## src/rtl/fp_widen_unit_if.sv

```systemverilog
// ---------------------------------------------------------------------------
// fp_widen_unit_if
//   Handshake bundle between the FPU issue stage, the widening converter and
//   the writeback/result FIFO.
//
//   in_valid / in_ready   request handshake (issue side)
//   in_data  [31:0]       operand: FP32 bits or 32-bit integer
//   in_type  [1:0]        00 FP32, 10 INT32, 11 UINT32, 01 illegal
//   out_valid / out_ready result handshake (writeback side)
//   out_data [63:0]       FP64 result
//   out_flag_invalid      sNaN source or illegal in_type, qualified by out_valid
//
//   master: the requester/consumer side (issue stage + result FIFO)
//   slave : the converter itself
// ---------------------------------------------------------------------------
interface fp_widen_unit_if;
  logic        in_valid;
  logic        in_ready;
  logic [31:0] in_data;
  logic [1:0]  in_type;
  logic        out_valid;
  logic        out_ready;
  logic [63:0] out_data;
  logic        out_flag_invalid;

  modport master (
    output in_valid, in_data, in_type, out_ready,
    input  in_ready, out_valid, out_data, out_flag_invalid
  );

  modport slave (
    input  in_valid, in_data, in_type, out_ready,
    output in_ready, out_valid, out_data, out_flag_invalid
  );
endinterface

```

## src/rtl/fp_widen_unit.sv

```systemverilog
// ---------------------------------------------------------------------------
// fp_widen_unit
//   Multi-cycle exact widening converter: FP32 / INT32 / UINT32 -> FP64.
//   Every result is exact, so there is no rounding and no inexact/overflow/
//   underflow signalling. FP32 denormals and integers are normalised by
//   stripping leading zeros, up to SHIFT_STEP bits per cycle.
//
//   Ports:
//     clk  rising-edge clock
//     rst  synchronous, active-high reset
//     bus  fp_widen_unit_if.slave (request and result handshakes)
//
//   Parameter:
//     SHIFT_STEP  maximum left shift per normalisation cycle (1, 2, 4 or 8)
// ---------------------------------------------------------------------------
module fp_widen_unit #(
  parameter int SHIFT_STEP = 4
) (
  input  logic            clk,
  input  logic            rst,
  fp_widen_unit_if.slave  bus
);

  typedef enum logic [1:0] {
    IDLE,
    NORM,
    DONE
  } state_t;

  localparam logic [11:0] E_FP_DENORM = 12'd896;   // 1023 - 127
  localparam logic [11:0] E_INT       = 12'd1054;  // 1023 + 31
  localparam logic [63:0] QNAN64      = 64'h7FF8_0000_0000_0000;

  state_t      state_q, state_d;
  logic [31:0] w_q, w_d;        // working magnitude, binary point below bit 31
  logic [11:0] e_q, e_d;        // biased FP64 exponent of w[31]
  logic        sign_q, sign_d;
  logic [63:0] data_q, data_d;
  logic        inv_q, inv_d;

  // Capture-path decode of the incoming operand.
  logic        fp_sign;
  logic [7:0]  fp_exp;
  logic [22:0] fp_frac;
  logic [10:0] fp_exp_wide;
  logic [31:0] int_mag;
  logic        accept;

  logic        cap_norm;        // result comes from the w/E normalisation path
  logic [31:0] cap_w;
  logic [11:0] cap_e;
  logic        cap_sign;
  logic [63:0] cap_data;        // direct result for the non-normalising cases
  logic        cap_inv;

  function automatic logic [63:0] assemble(input logic s,
                                           input logic [10:0] e,
                                           input logic [30:0] m);
    return {s, e, m, 21'b0};
  endfunction

  assign bus.in_ready         = (state_q == IDLE) | ((state_q == DONE) & bus.out_ready);
  assign bus.out_valid        = (state_q == DONE);
  assign bus.out_data         = data_q;
  assign bus.out_flag_invalid = inv_q;

  assign accept = bus.in_valid & bus.in_ready;

  assign fp_sign     = bus.in_data[31];
  assign fp_exp      = bus.in_data[30:23];
  assign fp_frac     = bus.in_data[22:0];
  assign fp_exp_wide = {3'b000, fp_exp} + 11'd896;

  // Two's-complement magnitude for INT32; 0x80000000 maps onto itself, which
  // is exactly the unsigned magnitude 2^31. UINT32 passes straight through.
  assign int_mag = (~bus.in_type[0] & bus.in_data[31]) ? (~bus.in_data + 32'd1)
                                                      : bus.in_data;

  always_comb begin
    // NOTE: every output of a combinational block gets a default before any
    // branch; a path that leaves one unassigned would infer a latch.
    cap_norm = 1'b0;
    cap_w    = '0;
    cap_e    = '0;
    cap_sign = 1'b0;
    cap_data = '0;
    cap_inv  = 1'b0;

    case (bus.in_type)
      2'b00: begin
        if (fp_exp == 8'hFF) begin
          if (fp_frac == '0) begin
            cap_data = {fp_sign, 11'h7FF, 52'b0};
          end else begin
            // Quiet the NaN, keep the payload; only a signalling source flags.
            cap_data = {fp_sign, 11'h7FF, 1'b1, fp_frac[21:0], 29'b0};
            cap_inv  = ~fp_frac[22];
          end
        end else if (fp_exp != 8'h00) begin
          cap_data = {fp_sign, fp_exp_wide, fp_frac, 29'b0};
        end else if (fp_frac == '0) begin
          cap_data = {fp_sign, 63'b0};
        end else begin
          cap_norm = 1'b1;
          cap_sign = fp_sign;
          cap_w    = {fp_frac, 9'b0};
          cap_e    = E_FP_DENORM;
        end
      end
      2'b10, 2'b11: begin
        if (bus.in_data != '0) begin
          cap_norm = 1'b1;
          cap_sign = ~bus.in_type[0] & bus.in_data[31];
          cap_w    = int_mag;
          cap_e    = E_INT;
        end
      end
      default: begin
        cap_data = QNAN64;
        cap_inv  = 1'b1;
      end
    endcase
  end

  always_comb begin
    state_d = state_q;
    w_d     = w_q;
    e_d     = e_q;
    sign_d  = sign_q;
    data_d  = data_q;
    inv_d   = inv_q;

    case (state_q)
      NORM: begin
        // Jump a whole step while the top SHIFT_STEP bits are clear; that can
        // never push the leading one out. Otherwise creep one bit at a time.
        if (w_q[31 -: SHIFT_STEP] == '0) begin
          w_d = w_q << SHIFT_STEP;
          e_d = e_q - 12'(SHIFT_STEP);
        end else begin
          w_d = w_q << 1;
          e_d = e_q - 12'd1;
        end
        if (w_d[31]) begin
          state_d = DONE;
          data_d  = assemble(sign_q, e_d[10:0], w_d[30:0]);
        end
      end
      DONE: begin
        if (bus.out_ready) state_d = IDLE;
      end
      default: ;
    endcase

    // Acceptance is only possible from IDLE or a draining DONE, so it never
    // collides with a NORM step.
    if (accept) begin
      sign_d = cap_sign;
      w_d    = cap_w;
      e_d    = cap_e;
      inv_d  = cap_inv;
      if (!cap_norm) begin
        state_d = DONE;
        data_d  = cap_data;
      end else if (cap_w[31]) begin
        state_d = DONE;
        data_d  = assemble(cap_sign, cap_e[10:0], cap_w[30:0]);
      end else begin
        state_d = NORM;
      end
    end
  end

  always_ff @(posedge clk) begin
    // NOTE: state registers use non-blocking assignments so every flop samples
    // the pre-edge values regardless of statement order.
    if (rst) begin
      state_q <= IDLE;
      w_q     <= '0;
      e_q     <= '0;
      sign_q  <= 1'b0;
      data_q  <= '0;
      inv_q   <= 1'b0;
    end else begin
      state_q <= state_d;
      w_q     <= w_d;
      e_q     <= e_d;
      sign_q  <= sign_d;
      data_q  <= data_d;
      inv_q   <= inv_d;
    end
  end

endmodule

```

## src/flat_wrapper.sv

```systemverilog
// flat-port wrapper written by rule: the top's interface ports become plain ports
module fp_widen_unit_flat 
#(
  parameter int SHIFT_STEP = 4
)
  (clk, rst, bus_in_valid, bus_in_data, bus_in_type, bus_out_ready, bus_in_ready, bus_out_valid, bus_out_data, bus_out_flag_invalid);
  fp_widen_unit_if bus_i ();
  input  logic clk;
  input  logic rst;
  input wire logic [$bits(bus_i.in_valid)-1:0] bus_in_valid;
  input wire logic [$bits(bus_i.in_data)-1:0] bus_in_data;
  input wire logic [$bits(bus_i.in_type)-1:0] bus_in_type;
  input wire logic [$bits(bus_i.out_ready)-1:0] bus_out_ready;
  output wire logic [$bits(bus_i.in_ready)-1:0] bus_in_ready;
  output wire logic [$bits(bus_i.out_valid)-1:0] bus_out_valid;
  output wire logic [$bits(bus_i.out_data)-1:0] bus_out_data;
  output wire logic [$bits(bus_i.out_flag_invalid)-1:0] bus_out_flag_invalid;
  assign bus_i.in_valid = bus_in_valid;
  assign bus_i.in_data = bus_in_data;
  assign bus_i.in_type = bus_in_type;
  assign bus_i.out_ready = bus_out_ready;
  assign bus_in_ready = bus_i.in_ready;
  assign bus_out_valid = bus_i.out_valid;
  assign bus_out_data = bus_i.out_data;
  assign bus_out_flag_invalid = bus_i.out_flag_invalid;
  fp_widen_unit #(.SHIFT_STEP(SHIFT_STEP)) u_core (.clk(clk), .rst(rst), .bus(bus_i));
endmodule
```

## config.mk

```make
export PLATFORM = sky130hd
export DESIGN_NAME = fp_widen_unit_flat
export DESIGN_NICKNAME = d
export VERILOG_FILES = /design/src/rtl/fp_widen_unit_if.sv /design/src/rtl/fp_widen_unit.sv /design/src/flat_wrapper.sv
export SDC_FILE = /design/constraint.sdc
export NUM_CORES = 1
export LEC_CHECK = 0
export CORE_ASPECT_RATIO = 1.5
export CORE_MARGIN = 2
export CORE_UTILIZATION = 42
export DETAILED_ROUTE_END_ITERATION = 12
export PLACE_DENSITY = 0.62
export RECOVER_POWER = 50
export SKIP_LAST_GASP = 1
export SYNTH_ARGS = -nofsm -noshare
export SYNTH_HDL_FRONTEND = slang
export SYNTH_SLANG_ARGS = --single-unit
```

## constraint.sdc

```tcl
create_clock -name clk -period 5.18 [get_ports clk]
set_input_delay 1.036 -clock clk [delete_from_list [all_inputs] [get_ports clk]]
set_output_delay 1.036 -clock clk [all_outputs]
set_load 0.02 [all_outputs]
```

After elaboration in Yosys (flattened, before gate mapping). Cells that the tools add are included. W data, S select, Z words.

Register bits: 112. Input bits: 38. Output and inout bits: 67. Word-level logic and storage cells: 81.

Add/sub/neg operators: 4. Equal/unequal tests: 7. Mux-type cells: 47. Bitwise gates (word level): 7. Reductions and logical operators: 10.

Operators with widths (count): $mux W64 (8); $mux W32 (9); $pmux W64 S2 (1); $pmux W32 S2 (1); $mux W12 (5); $mux W52 (1); $add A32 B1 Y32 const B (1); $not A32 Y32 (1); $reduce_bool A32 Y1 (1); $pmux W12 S2 (1); $logic_not A23 Y1 (1); $sub A12 B1 Y12 const B (1); $sub A12 B3 Y12 const B (1); $add A8 B10 Y11 const B (1); $mux W11 (1); $mux W1 (10); $mux W10 (1); $mux W2 (5); $eq A8 B8 Y1 const B (1); $reduce_bool A8 Y1 (1); $eq A2 B2 Y1 const B (3); $pmux W1 S2 (3); $logic_not A2 Y1 (2); $logic_not A4 Y1 (1); 11 further kinds (14).

Depth between registers and ports, before layout.
Depth in word-level cells: 8. Depth in mapped cells: 11. Mapped depth without buffers: 9.

Worst setup path after synthesis. Ideal clock, no wire load.

Path type: input -> register. Start point: input port bus_in_data[23]. End point: register u_core.data_q[36], in the netlist u_core.bus.out_data[36]. Setup time: 0.103 ns. Arrival: 3.106 ns. Data required time: 5.077 ns. Setup slack: 1.970 ns. Cell stages on the path: 7. Path buffers: 2. Path through: buf_6 -> or4_4 -> or2_1 -> buf_6 -> a2111oi_4 -> a22oi_1 -> a2111oi_2.

Longest elaborated chain between the ends: 8. Elaborated cells on any way between the ends: 20. Those cells by class: 1 x add/sub; 1 x eq/ne; 15 x mux; 1 x bitwise; 2 x reduce/logical.

RTL lines: from (decl) (line flat_wrapper.sv:11) `input wire logic [$bits(bus_i.in_data)-1:0] bus_in_data;`; $not A32 Y32 (line fp_widen_unit.sv:76) `assign int_mag = (~bus.in_type[0] & bus.in_data[31]) ? (~bus.in_data + 32'd1)`; $add A32 B1 Y32 (line fp_widen_unit.sv:76); $mux W32 (line fp_widen_unit.sv:76); $mux W32 (line fp_widen_unit.sv:111) `if (bus.in_data != '0) begin`; $pmux W32 S2 (line fp_widen_unit.sv:89) `case (bus.in_type)`; $mux W64 (line fp_widen_unit.sv:165) `end else if (cap_w[31]) begin`; $mux W64 (*) (line fp_widen_unit.sv:162) `if (!cap_norm) begin`; $mux W64 (*) (line fp_widen_unit.sv:157) `if (accept) begin`; to (signal assigned) (line fp_widen_unit.sv:189) `data_q <= data_d;`; to (decl) (line fp_widen_unit.sv:38) `logic [63:0] data_q, data_d;`.

Mark *: on every way between the ends. The rest lies on a longest branch, timed or not. A chain may end at the register's enable or synchronous reset.

Final worst setup path.
Start point: input port bus_in_data[24]. End point: register u_core.data_q[36], in the netlist u_core.bus.out_data[36].

The elaborated chain is that of the path after synthesis.

==> summary.md <==
| Metric | Value |
|---|---|
| Status | `finished, final reports clean` |
| Worst slew margin | `12.61%` |
| Die ar. | `about 17000 um^2` |
| Yosys warnings | `0` |
| Mean Syn Cell Area | `about 7.7 um^2` |
| Min cycle time layout | `approximately 4.5 ns` |
| Post-Synth Adder-Cell Area | `~1.3%` |
| Peak per-stage delay on the critical path | `0.99 ns` |
| Sequential cell area | `2222 um^2` |
| CP max stage cell | `clkbuf_1` |
| CTS buffer count | `9` |
| Initial antenna violation count | `0` |
| DRC errors left | `0` |
| Clock-pin transition on the worst setup and hold timing paths | `0.08 ns` |
| CP arrival | `4.80 ns` |
| Total Neg Setup Slack | `0 ns` |
| Power, Total | `about 2.7 mW` |
| Ant diodes | `0` |
| Layout Skew | `approximately 0.0070 ns` |
| Hold crit path type | `register to register` |
| Non-filler instance count after layout | `about 1100` |
| Drt via density | `around 6` |
| CTS HTree Levels | `3` |
| R2R cell count | `8` |
| Overflow after GRT | `0` |
| Crit path to | `u_core.bus.out_data[36]` |
| # IOs | `~110` |
| Rows | `55` |
| Vias in the first global route | `between 6000 and 7000` |
| Largest net degree at the start of global routing | `60` |
| Sink Count | `111` |
| CP max FO | `26` |
| Dpl ws | `0.8370 ns` |
| Critical Path Start | `bus_in_data[24]` |
| Total setup buffers inserted after CTS | `0` |
| Synth Cell Area | `6523 um^2` |
| Main synth FF type | `dfxtp_1` |
| Top cells by area, synth | `dfxtp_1 34%, a21oi_1 7.8%, nor2_1 6.8%` |
| First-pass GRT wire length | `36340 um` |
| Width of the die | `between 100 and 150 um` |
| DRT Pass-1 Iters | `7` |
| CP Class | `input pin to register` |
| Clk root buf | `clkbuf_16` |
| Synth cell types | `68` |
| Syn Inst Count | `843` |
| Synth Area in Compound Gates | `between 20 and 30%` |
| Final instance area | `about 7900 um^2` |
| GP Congestion | `just over 0.9` |
| Cell Pwr Density | `between 300 and 400 nW/um^2` |
| Max Slew Vio Count | `0` |
| # port buffers | `around 100` |
| Mux share of post-synthesis cell area | `under 10%` |
| Setup slack, reg-to-reg | `about 2.0 ns` |
| Core area | `between 15000 and 20000 um^2` |
| Setup ws final | `about 0.64 ns` |
| CP Depth | `7` |
| Post-Syn Nets | `888` |
| Final hold violation count | `0` |
| R2r endpoint | `u_core.bus.out_data[29]` |
| Fillers | `approximately 1500` |
| Layout area overhead | `21.83%` |
| Yosys top cell by area | `dfxtp_1` |
| Critical Path, Cell by Cell | `clkdlybuf4s50_1, or4_4, or2_1, a2111oi_4, clkbuf_1, a22oi_1, a2111oi_2` |
| MaxCap Viol Count | `0` |
| Unrepaired setup endpoints after global routing | `false` |
| Setup violators final | `0` |
| Leakage | `roughly 3 nW` |
| Post-synth top area share | `between 30% and 40%` |
| Startpoint types | `input pin` |
| Register area share after synthesis | `approximately 34%` |
| PostCTS Resize Cnt | `0` |
| Hpwl dp | `17240 um` |
| Routed WL | `approximately 23000 um` |
| Maximum VDD drop | `about 0.16 mV` |
| Placed Area | `7675 um^2` |
| Drt wl/cell | `20.91 um` |
| Nets@finish | `roughly 950` |
| Critical Path Sink Type | `register` |
| Final period util | `approximately 88%` |
| Clk_lat worst skew | `0.37 ns` |
| CTS tree | `done` |
| Routed Antenna Nets | `0` |
| Critical R2R Launch | `u_core.state_q[1]` |
| Post-synthesis simple-gate area fraction | `23.21%` |
| Combinational family with the most area after synthesis | `compound AO/OA/AOI/OAI gates` |
| Post-Synth XOR/XNOR Area | `under 10%` |
| Starting DRC count in detailed routing | `600` |
| Starting density of the core | `43.08%` |
| Inst Count DP | `1095` |
| Total Routing Usage GR | `28.14%` |
| EDFF count, synth | `0` |
| Buffers & Inverters on Critical Path | `2` |
| Synthesis-stage register bit count | `111` |
| Die height | `around 160 um` |
| Req. time, crit path | `5.44 ns` |
| Slew @ Worst Pin | `approximately 1.3 ns` |
| Area of the multi-input gates | `roughly 3900 um^2` |
| Post-CTS Hold Fix Bufs | `0` |
| Vias | `~6700` |
| Asr flop ratio synth | `0%` |
| Share of cells above drive strength 1 | `roughly 7.7%` |
| Peak Freq | `about 220 MHz` |
| Crit path max-delay family | `buffers and inverters` |
| Buffer depth of the longest clock path | `2` |
synthesized netlist by cell type (4+ instances only):
master and instances:
nor2_1 119, dfxtp_1 111, a21oi_1 102, clkbuf_1 56
nand2_1 52, o21ai_0 38, nor3_1 29, and2_1 26
mux2i_1 26, xnor2_1 26, a211oi_1 25, xor2_1 20
inv_1 16, o22ai_1 16, nor4_1 13, a31oi_1 11
a22oi_1 10, nand3_1 10, nand4_1 8, o21ai_1 8
buf_1 7, ha_1 7, nand2b_1 7, nor3_2 7
buf_2 6, o21ai_2 6, a221oi_1 5, nor4_2 5
o211ai_1 5, buf_6 4
cells by family after synthesis:
kind of cell	count (synthesis)
multiplexers	26
adder cells (fa/ha/maj)	7
XOR/XNOR	46
flip-flops	111
buffers and inverters	91
AO/OA/AOI/OAI	262
AND/OR/NAND/NOR	300
metrics by stage:
| step | hold WS, ns | utilization, % |
|---|---|---|
| finish | 0.4594 | 52.49 |
| global route | 0.4693 | 52.49 |
| CTS | 0.4655 | 52.60 |
| detailed placement | 0.4456 | 50.69 |
| global placement | 0.4426 | 50.69 |
| floorplan | 0.4486 | - |
per-layer routing:
layer  global-route usage [%]  wire length [um]  vias up
li1                         -                 -     3154
met1                    35.75              9591     3171
met2                    48.57             11490      328
met3                    3.623              1426       53
met4                    10.46               723        0
met5                        0                 0        -
registers in the layout, summed over array words and instances, names as in the netlist:
signal                       flops
u_core.bus.out_data             64
u_core.bus.out_flag_invalid      1
u_core.e_q                      11
u_core.sign_q                    1
u_core.state_q                   2
u_core.w_q                      32
layout make-up:
class                           count  share of cell area, %
Multi-Input combinational cell    641                  49.39
Sequential cell                   111                  27.96
Timing Repair Buffer              127                  15.07
Tap cell                          199                  3.133
Clock buffer                        9                  2.834
Clock inverter                      7                 0.8030
Inverter                           17                 0.8030
worst min-delay path by stage:
stage / start / slack, ns / endpoint / depth (start not counted)
3_5_place_dp: u_core.bus.out_data[3] / 0.45 / u_core.bus.out_data[3] / 1
2_1_floorplan: u_core.state_q[1] / 0.45 / u_core.state_q[1] / 2
4_1_cts: u_core.bus.out_data[14] / 0.47 / u_core.bus.out_data[14] / 1
6_report: u_core.bus.out_data[5] / 0.46 / u_core.bus.out_data[5] / 1
3_3_place_gp: u_core.bus.out_data[9] / 0.44 / u_core.bus.out_data[9] / 1
5_1_grt: u_core.bus.out_data[14] / 0.47 / u_core.bus.out_data[14] / 1
power by group:
| group | internal (mW) | switching (mW) | total, mW |
|---|---|---|---|
| Combinational | 0.370 | 0.597 | 0.967 |
| Sequential | 0.946 | 0.0825 | 1.03 |
| Clock | 0.337 | 0.365 | 0.703 |
placed cells by master (no fill, tap or decap), drive strengths merged, types with 27 or more instances in the layout:
cell | synthesis | routed
nand2 | 54 | 54
dfxtp | 111 | 111
and2 | 27 | 27
clkdlybuf4s50 | 0 | 34
nor2 | 120 | 120
o21ai | 52 | 52
dlygate4sd3 | 0 | 69
a21oi | 103 | 103
nor3 | 36 | 36
No activity file was read; power rests on OpenSTA's default activity.
